<file path="config.mk">
export PLATFORM = sky130hd
export DESIGN_NAME = bram_true_dual_initiator
export DESIGN_NICKNAME = d
export VERILOG_FILES = /design/src/rtl/bram_true_dual_initiator.sv
export SDC_FILE = /design/constraint.sdc
export NUM_CORES = 1
export LEC_CHECK = 0
export ABC_CLOCK_PERIOD_IN_PS = 2570
export BUFFER_PORTS_ARGS = -buffer_cell sky130_fd_sc_hd__buf_2
export CORE_MARGIN = 4
export CORE_UTILIZATION = 47
export CTS_CLUSTER_SIZE = 24
export DETAILED_ROUTE_END_ITERATION = 12
export HOLD_SLACK_MARGIN = 0.05
export PLACE_DENSITY = 0.76
export SYNTH_ARGS = -nofsm -noshare
export SYNTH_HDL_FRONTEND = slang
export SYNTH_SLANG_ARGS = --single-unit
</file>
<file path="constraint.sdc">
create_clock -name CLK -period 2.57 [get_ports CLK]
set_clock_uncertainty 0.1 [all_clocks]
set_input_delay 0.257 -clock CLK [delete_from_list [all_inputs] [get_ports CLK]]
set_output_delay 0.257 -clock CLK [all_outputs]
set_load 0.01 [all_outputs]
</file>
<file path="src/rtl/bram_true_dual_initiator.sv">
// Dual-port BRAM initiator: valid/ready request channels to RAM ports, per-port response FIFOs with
// credit flow control and deterministic collision handling. Optional: BRAM_TRUE_DUAL_INITIATOR_WR_FWD_EN.
module bram_true_dual_initiator #(
  parameter int ADDR_WIDTH = 1,
  parameter int DATA_WIDTH = 1,
  parameter int RESP_DEPTH = 2
) (
  input  logic                  CLK,
  input  logic                  RESETN,
  input  logic                  REQ_VALID_A,
  output logic                  REQ_READY_A,
  input  logic                  REQ_WE_A,
  input  logic [ADDR_WIDTH-1:0] REQ_ADDR_A,
  input  logic [DATA_WIDTH-1:0] REQ_DATA_A,
  output logic                  RESP_VALID_A,
  input  logic                  RESP_READY_A,
  output logic [DATA_WIDTH-1:0] RESP_DATA_A,
  output logic [DATA_WIDTH-1:0] RAM_DI_A,
  output logic [ADDR_WIDTH-1:0] RAM_ADDR_A,
  output logic                  RAM_WE_A,
  output logic                  RAM_RE_A,
  input  logic [DATA_WIDTH-1:0] RAM_DO_A,
  input  logic                  REQ_VALID_B,
  output logic                  REQ_READY_B,
  input  logic                  REQ_WE_B,
  input  logic [ADDR_WIDTH-1:0] REQ_ADDR_B,
  input  logic [DATA_WIDTH-1:0] REQ_DATA_B,
  output logic                  RESP_VALID_B,
  input  logic                  RESP_READY_B,
  output logic [DATA_WIDTH-1:0] RESP_DATA_B,
  output logic [DATA_WIDTH-1:0] RAM_DI_B,
  output logic [ADDR_WIDTH-1:0] RAM_ADDR_B,
  output logic                  RAM_WE_B,
  output logic                  RAM_RE_B,
  input  logic [DATA_WIDTH-1:0] RAM_DO_B
);

  localparam int CW = $clog2(RESP_DEPTH + 1);
  localparam int PW = (RESP_DEPTH > 1) ? $clog2(RESP_DEPTH) : 1;

  logic                  run_q;
  logic [1:0]            inflight_q;
  logic [CW-1:0]         occ_q    [2];
  logic [CW-1:0]         occ_d    [2];
  logic [PW-1:0]         wr_ptr_q [2];
  logic [PW-1:0]         wr_ptr_d [2];
  logic [PW-1:0]         rd_ptr_q [2];
  logic [PW-1:0]         rd_ptr_d [2];
  logic [DATA_WIDTH-1:0] fifo_q   [2][RESP_DEPTH];
  logic [DATA_WIDTH-1:0] push_data [2];
  logic [DATA_WIDTH-1:0] ram_do   [2];
  logic [1:0]            resp_ready;
  logic [1:0]            resp_valid;
  logic [1:0]            pop;
  logic [1:0]            push;
  logic [1:0]            credit_ok;
  logic [1:0]            fire_rd;
  logic                  same_addr;
  logic                  ready_a;
  logic                  ready_b;
  logic                  fire_a;
  logic                  fire_b;
  logic                  stall_b;

  function automatic logic [PW-1:0] ptr_inc(input logic [PW-1:0] ptr);
    return (ptr == PW'(RESP_DEPTH - 1)) ? '0 : ptr + PW'(1);
  endfunction

  assign resp_ready = {RESP_READY_B, RESP_READY_A};
  assign ram_do[0]  = RAM_DO_A;
  assign ram_do[1]  = RAM_DO_B;
  assign push       = inflight_q;

  // A read needs a free slot once queued and in-flight entries are counted; a same-cycle pop frees one.
  always_comb begin
    resp_valid = '0;
    pop        = '0;
    credit_ok  = '0;
    for (int p = 0; p < 2; p++) begin
      resp_valid[p] = (occ_q[p] != '0);
      pop[p]        = resp_valid[p] && resp_ready[p];
      credit_ok[p]  = ({1'b0, occ_q[p]} + {{CW{1'b0}}, inflight_q[p]}) <
                      ({1'b0, CW'(RESP_DEPTH)} + {{CW{1'b0}}, pop[p]});
      occ_d[p]      = occ_q[p];
      if (push[p] && !pop[p]) begin
        occ_d[p] = occ_q[p] + CW'(1);
      end else if (!push[p] && pop[p]) begin
        occ_d[p] = occ_q[p] - CW'(1);
      end
      wr_ptr_d[p] = push[p] ? ptr_inc(wr_ptr_q[p]) : wr_ptr_q[p];
      rd_ptr_d[p] = pop[p]  ? ptr_inc(rd_ptr_q[p]) : rd_ptr_q[p];
    end
  end

  always_comb begin
    same_addr = (REQ_ADDR_A == REQ_ADDR_B);
    ready_a   = run_q && (REQ_WE_A || credit_ok[0]);
    fire_a    = REQ_VALID_A && ready_a;
`ifdef BRAM_TRUE_DUAL_INITIATOR_WR_FWD_EN
    stall_b   = fire_a && same_addr && REQ_WE_A && REQ_WE_B;
`else
    stall_b   = fire_a && same_addr && (REQ_WE_A || REQ_WE_B);
`endif
    ready_b   = run_q && (REQ_WE_B || credit_ok[1]) && !stall_b;
    fire_b    = REQ_VALID_B && ready_b;
    fire_rd   = {fire_b && !REQ_WE_B, fire_a && !REQ_WE_A};
  end

  assign REQ_READY_A  = ready_a;
  assign REQ_READY_B  = ready_b;
  assign RAM_WE_A     = fire_a && REQ_WE_A;
  assign RAM_RE_A     = fire_rd[0];
  assign RAM_ADDR_A   = REQ_ADDR_A;
  assign RAM_DI_A     = REQ_DATA_A;
  assign RAM_WE_B     = fire_b && REQ_WE_B;
  assign RAM_RE_B     = fire_rd[1];
  assign RAM_ADDR_B   = REQ_ADDR_B;
  assign RAM_DI_B     = REQ_DATA_B;
  assign RESP_VALID_A = resp_valid[0];
  assign RESP_VALID_B = resp_valid[1];
  assign RESP_DATA_A  = fifo_q[0][rd_ptr_q[0]];
  assign RESP_DATA_B  = fifo_q[1][rd_ptr_q[1]];

`ifdef BRAM_TRUE_DUAL_INITIATOR_WR_FWD_EN
  // A read colliding with the other port's write takes that write's data; the RAM output is undefined.
  logic [1:0]            fwd_q;
  logic [DATA_WIDTH-1:0] fwd_data_q [2];

  always_ff @(posedge CLK or negedge RESETN) begin
    if (!RESETN) begin
      fwd_q         <= '0;
      fwd_data_q[0] <= '0;
      fwd_data_q[1] <= '0;
    end else begin
      fwd_q[0]      <= fire_rd[0] && fire_b && REQ_WE_B && same_addr;
      fwd_q[1]      <= fire_rd[1] && fire_a && REQ_WE_A && same_addr;
      fwd_data_q[0] <= REQ_DATA_B;
      fwd_data_q[1] <= REQ_DATA_A;
    end
  end

  always_comb begin
    for (int p = 0; p < 2; p++) begin
      push_data[p] = fwd_q[p] ? fwd_data_q[p] : ram_do[p];
    end
  end
`else
  always_comb begin
    for (int p = 0; p < 2; p++) begin
      push_data[p] = ram_do[p];
    end
  end
`endif

  always_ff @(posedge CLK or negedge RESETN) begin
    if (!RESETN) begin
      run_q      <= 1'b0;
      inflight_q <= '0;
      for (int p = 0; p < 2; p++) begin
        occ_q[p]    <= '0;
        wr_ptr_q[p] <= '0;
        rd_ptr_q[p] <= '0;
      end
    end else begin
      run_q      <= 1'b1;
      inflight_q <= fire_rd;
      for (int p = 0; p < 2; p++) begin
        occ_q[p]    <= occ_d[p];
        wr_ptr_q[p] <= wr_ptr_d[p];
        rd_ptr_q[p] <= rd_ptr_d[p];
      end
    end
  end

  always_ff @(posedge CLK) begin
    for (int p = 0; p < 2; p++) begin
      if (push[p]) begin
        fifo_q[p][wr_ptr_q[p]] <= push_data[p];
      end
    end
  end

endmodule

</file>
; ---- Word-level counts from Yosys, hierarchy flattened
; Memories as Yosys holds them, arrays and structs flattened.
; Cells that the tools add are included.
; W data, S select, Z words.
[op_classes]
div = 0
n_reduce_logical = 33
n_mul = 0
n_shift = 0
bitwise = 4
eq_ne = 1
order_cmp = 8
mux = 22
add_sub_neg = 12
[op_table]
columns = operator, n
row1 = $logic_and A1 B1 Y1, 19
row2 = $mux W1, 14
row3 = $mux W2, 6
row4 = $ge A2 B2 Y1 const B, 4
row5 = $not A1 Y2, 4
row6 = $reduce_bool A2 Y1, 4
row7 = $logic_not A1 Y1, 7
row8 = $add A2 B1 Y3, 2
row9 = $add A2 B1 Y3 const A, 2
row10 = $lt A3 B3 Y1, 2
row11 = $add A1 B1 Y1 const B, 4
row12 = $add A2 B1 Y2 const B, 2
row13 = $lt A2 B1 Y1 const B, 2
row14 = $sub A2 B1 Y2 const B, 2
row15 = $logic_or A1 B1 Y1, 3
row16 = $demux W1 S1, 2
row17 = $eq A1 B1 Y1, 1
[totals]
latchBits = 0
romBits = 0
elab_cells = 89
ff_bits = 11
inputBits = 14
ram_bits = 4
out_inout_bits = 14
n_memories = 1
[memory_table]
columns = name, words, word_bits, rd, rd_clocked_by_memory_dff, write_ports, line
row1 = fifo_q, 2, 2, 2, 0, 2, 49  ; logic [DATA_WIDTH-1:0] fifo_q [2][RESP_DEPTH];

; ---- Depth between registers and ports, before layout
[logic_depth]
ltp_word = 13
mapped_depth = 5
ltp_nobuf = 5

; ---- Worst setup path before layout
; Ideal clock, no wire load.
[synth_path]
kind = register -> output
startpoint = register occ_q[2] (netlist name)
endpoint = output RAM_RE_B
stages_incl_launch_ff = 6
required_ps = 2213
setup_slack_ps = 572
path_buffers = 0
arrival_time_ps = 1641
path_cell_list = dfrtp_1 ha_1 ha_1 o311a_1 a22oi_2 nor4b_1
[synth_via]
elab_chain_cells = 13
elab_cells_between_ends = 14
cone_classes = add/sub: 2 / order compare: 1 / reduce/logical: 11
[synth_rtl]
columns = element, line
row1 = "start, declared", 43  ; logic [CW-1:0] occ_q [2];
row2 = "start signal, assigned by index", 168  ; occ_q[p] <= occ_d[p];
row3 = $reduce_bool A2 Y1, 80  ; resp_valid[p] = (occ_q[p] != '0);
row4 = $logic_and A1 B1 Y1, 81  ; pop[p] = resp_valid[p] && resp_ready[p];
row5 = $add A2 B1 Y3, 83  ; ({1'b0, CW'(RESP_DEPTH)} + {{CW{1'b0}}, pop[p]});
row6 = $lt A3 B3 Y1 (*), 82  ; credit_ok[p] = ({1'b0, occ_q[p]} + {{CW{1'b0}}, inflight_q[p]}) <
row7 = $logic_or A1 B1 Y1 (*), 97  ; ready_a = run_q && (REQ_WE_A || credit_ok[0]);
row8 = $logic_and A1 B1 Y1 (*), 97
row9 = $logic_and A1 B1 Y1 (*), 98  ; fire_a = REQ_VALID_A && ready_a;
row10 = $logic_and A1 B1 Y1 (*) (2 in series), 102  ; stall_b = fire_a && same_addr && (REQ_WE_A || REQ_WE_B);
row11 = $logic_not A1 Y1 (*), 104  ; ready_b = run_q && (REQ_WE_B || credit_ok[1]) && !stall_b;
row12 = $logic_and A1 B1 Y1 (*), 104
row13 = $logic_and A1 B1 Y1 (*), 105  ; fire_b = REQ_VALID_B && ready_b;
row14 = $logic_and A1 B1 Y1 (*), 106  ; fire_rd = {fire_b && !REQ_WE_B, fire_a && !REQ_WE_A};
row15 = "end, declared", 34  ; output logic RAM_RE_B,
; Mark *: on every way between the ends. The rest lies on a longest branch, timed or not.

; ---- Worst setup path in the final report
; Same ends and word-level chain as after synthesis.

==> flow_metrics.py <==
metrics = {
    "outcome": {
        "status": "finished clean",
    },
    "yosys": {
        "synth_enable_flop_cells": 4,
        "async_flop_share_pct": 73.33,
        "synth_top_cells_by_count": "dfrtp_1, ha_1, xor2_1",
        "syn_inst_count": 66,
        "cell_with_the_most_instances_after_synthesis": "dfrtp_1",
        "synth_seq_cells": 15,
        "ys_top_cells_by_area": "dfrtp_1, edfxtp_1, ha_1",
        "yosys_warnings": 0,
        "synth_fp_nets": 86,
        "portion_of_the_post_synthesis_area_used_by_sequential_elements_pct": 50.08,
        "top_area_cell_type_share_of_the_netlist_area_pct": 34.87,
        "synth.lib_cells_used.distinct": 26,
        "syn-mean-instance-area_um2": 11.96,
        "synth.largest_area_cell": "dfrtp_1",
        "syn_area_um2": 789.5,
        "postSynth.topFlopCell": "dfrtp_1",
    },
    "cts": {
        "numCtsBuffers": 3,
        "ctsHtreeMaxLevel": 1,
        "tritoncts": "done",
        "cts_max_path_buffers": 2,
        "clockRootBuffer": "clkbuf_4",
        "clk_transition_reported_paths_ns": 0.08,
        "clk-insertion-delay-late_ns": 0.28,
        "clkSinkCount": 15,
    },
    "global_route": {
        "first_global_vias": 572,
        "grt_overflow": 0,
        "number_of_antenna_violations_at_the_first_check_in_global_routing": 0,
        "pin_count_of_the_biggest_net_entering_global_routing": 12,
        "grt.total_usage_pct": 12.02,
        "grt_pass1_wl_um": 2297,
    },
    "final_layout": {
        "design.final.nets": 112,
        "final_non_filler_cell_area_um2": 939.7,
        "area_growth_syn_to_layout_pct": 19.02,
        "final_instance_count_without_filler_cells": 107,
        "antennaDiodeCount": 0,
        "share_of_post_route_cells_with_drive_strength_above_1_pct": 37.36,
    },
    "drt": {
        "via_count": 551,
        "wl_per_cell_um": 12.62,
        "first_pass_iters": 4,
        "detail_route.drc_violations": 0,
        "first_iter_violations": 4,
        "ant_nets": 0,
        "vias_per_cell": 5.150,
        "totalWireLength_um": 1350,
    },
    "floorplan": {
        "initial_utilization_pct": 51.22,
        "core_area_mm2": 0.001541,
        "top_level_ports": 28,
        "number_of_placement_rows": 14,
        "die_area_mm2": 0.002400,
        "fp.dieH_um": 48.99,
        "die_width_um": 48.99,
    },
    "critical_path": {
        "worstPathRequired_ns": 2.21,
        "setup.worst_path.start": "occ_q[2]$_DFFE_PN0P_",
        "timing.setup.critical_path_class": "reg2out",
        "reg2reg_end": "inflight_q[1]$_DFF_PN0_",
        "worst-r2r-setup-slack_ns": 0.68,
        "crit_fanout": 5,
        "critPathCapture": "RAM_RE_B",
        "critical_path.endpoint_type": "primary output",
        "critical_path.startpoint_type": "flip-flop",
        "critPathArrivalTime_ns": 2.09,
        "reg2reg_from": "occ_q[2]$_DFFE_PN0P_",
        "reg2reg_depth": 5,
    },
    "place": {
        "routabilityCongestion": 0.7507,
        "numPortBuffers": 23,
        "place_hpwl_um": 1042,
        "placedInstanceArea_um2": 894.6,
        "placed_cells": 101,
    },
    "sta": {
        "finalSetupViolCount": 0,
        "holdWs_ns": 0.06344,
        "min_period_ns": 2.446,
        "timing_max_transition_violations_final": 0,
        "count_of_final_hold_check_violations": 0,
        "rsz0062_at_grt": "no",
        "final.setup.tns_ns": 0,
        "max_freq_mhz": 408.9,
        "fin_crit_sh_pct": 95.16,
    },
    "power_and_ir_drop": {
        "power-per-cell-area_mw_per_mm2": 921.8,
        "worst_ir_drop_vdd_uv": 509.7,
        "static-leakage-power_uw": 0.0004668,
    },
    "min_path": {
        "hold_class": "in2reg",
        "hold_path_depth": 1,
    },
    "flow_run": {
        "max_cap_violations": 0,
    },
}
## cell families after synthesis
logic type	Yosys count	share of synthesized area, %
compound gates	8	7.763
fa+ha+maj	6	9.508
other cells	1	0.4750
simple gates	17	12.36
buf+inv	6	4.755
xor+xnor	11	12.20
flops	15	50.08
mux	2	2.852
## sequential cells by signal, summed over array words and instances, names as in the netlist
register / count
rd_ptr_q: 2
occ_q: 4
wr_ptr_q: 2
fifo_q: 4
inflight_q: 2
run_q: 1
## final cells by class
cell class | instances | area (um2)
timing repair buffer | 25 | 132.6
tap | 16 | 20.02
multi-input combinational | 45 | 356.6
fill | 138 | 601.8
clock buffer | 4 | 26.28
sequential | 15 | 396.6
inverter | 2 | 7.507
## worst min path at each step
stage	slack, ns	start	to
floorplan	-0.14	RESETN	inflight_q[0]$_DFF_PN0_
global placement	0.04	RESETN	occ_q[3]$_DFFE_PN0P_
detailed placement	0.04	RESETN	occ_q[2]$_DFFE_PN0P_
CTS	0.06	REQ_WE_B	inflight_q[1]$_DFF_PN0_
global route	0.06	REQ_WE_B	inflight_q[1]$_DFF_PN0_
finish	0.06	RAM_DO_A	fifo_q[0][1]$_DFFE_PP_
## layer usage
layer | GRT usage [%] | vias to the layer above | part of all wire [%]
li1 | - | 277 | -
met1 | 14.42 | 247 | 42
met2 | 19.13 | 24 | 47
met3 | 2.752 | 3 | 8.4
met4 | 7.623 | 0 | 2.0
met5 | 0 | - | 0
## metrics by stage
stage | total power (uW) | util [%] | setup slack (ns)
after CTS | 876.6 | 60.39 | 0.07224
final | 866.2 | 60.96 | 0.1243
after detailed placement | 733.9 | 58.04 | 0.3877
after global routing | 935.5 | 60.96 | 0.03181
after global placement | 717.2 | 58.04 | 0.4353
after floorplan | 636.9 | - | 0.5723
## placed cells by master, fill, tap and decap left out
cell and n:
buf_4 1, clkbuf_4 3, or2_2 2, nor2b_1 2
edfxtp_1 4, o21ai_1 1, dfrtp_1 10, clkbuf_1 1
or4_1 1, a22oi_2 1, o21ai_2 1, nor2_1 4
o21ai_0 1, nor4b_1 1, inv_1 2, nand2b_1 1
nand2_1 2, ha_1 6, xnor2_1 5, a21oi_1 1
and3_1 1, and2_1 2, xor2_1 6, mux2_2 2
dlygate4sd3_1 1, conb_1 1, o21a_1 2, dfrtp_2 1
and4_1 1, buf_2 23, o311a_1 1
## power breakdown
part,switching [uW],total [uW],internal [uW]
clock network,69.4,130,60.2
logic,154,329,175
registers,83.1,408,325
## worst max-delay path: stages (launching register included)
cell and delay [ns]:
dfrtp_2 0.46, ha_1 0.20, ha_1 0.21, or4_1 0.53, a22oi_2 0.18, nor4b_1 0.09
buf_2 0.14
## what timing repair did
item / CTS / global route
buffers inserted: 0 / 1
gates resized for setup: 0 / 1
endpoints found under the hold margin: 11 / 0
hold buffers: 1 / 0
endpoints found under the setup margin: 0 / 3
(Power assumes the default switching activity.)
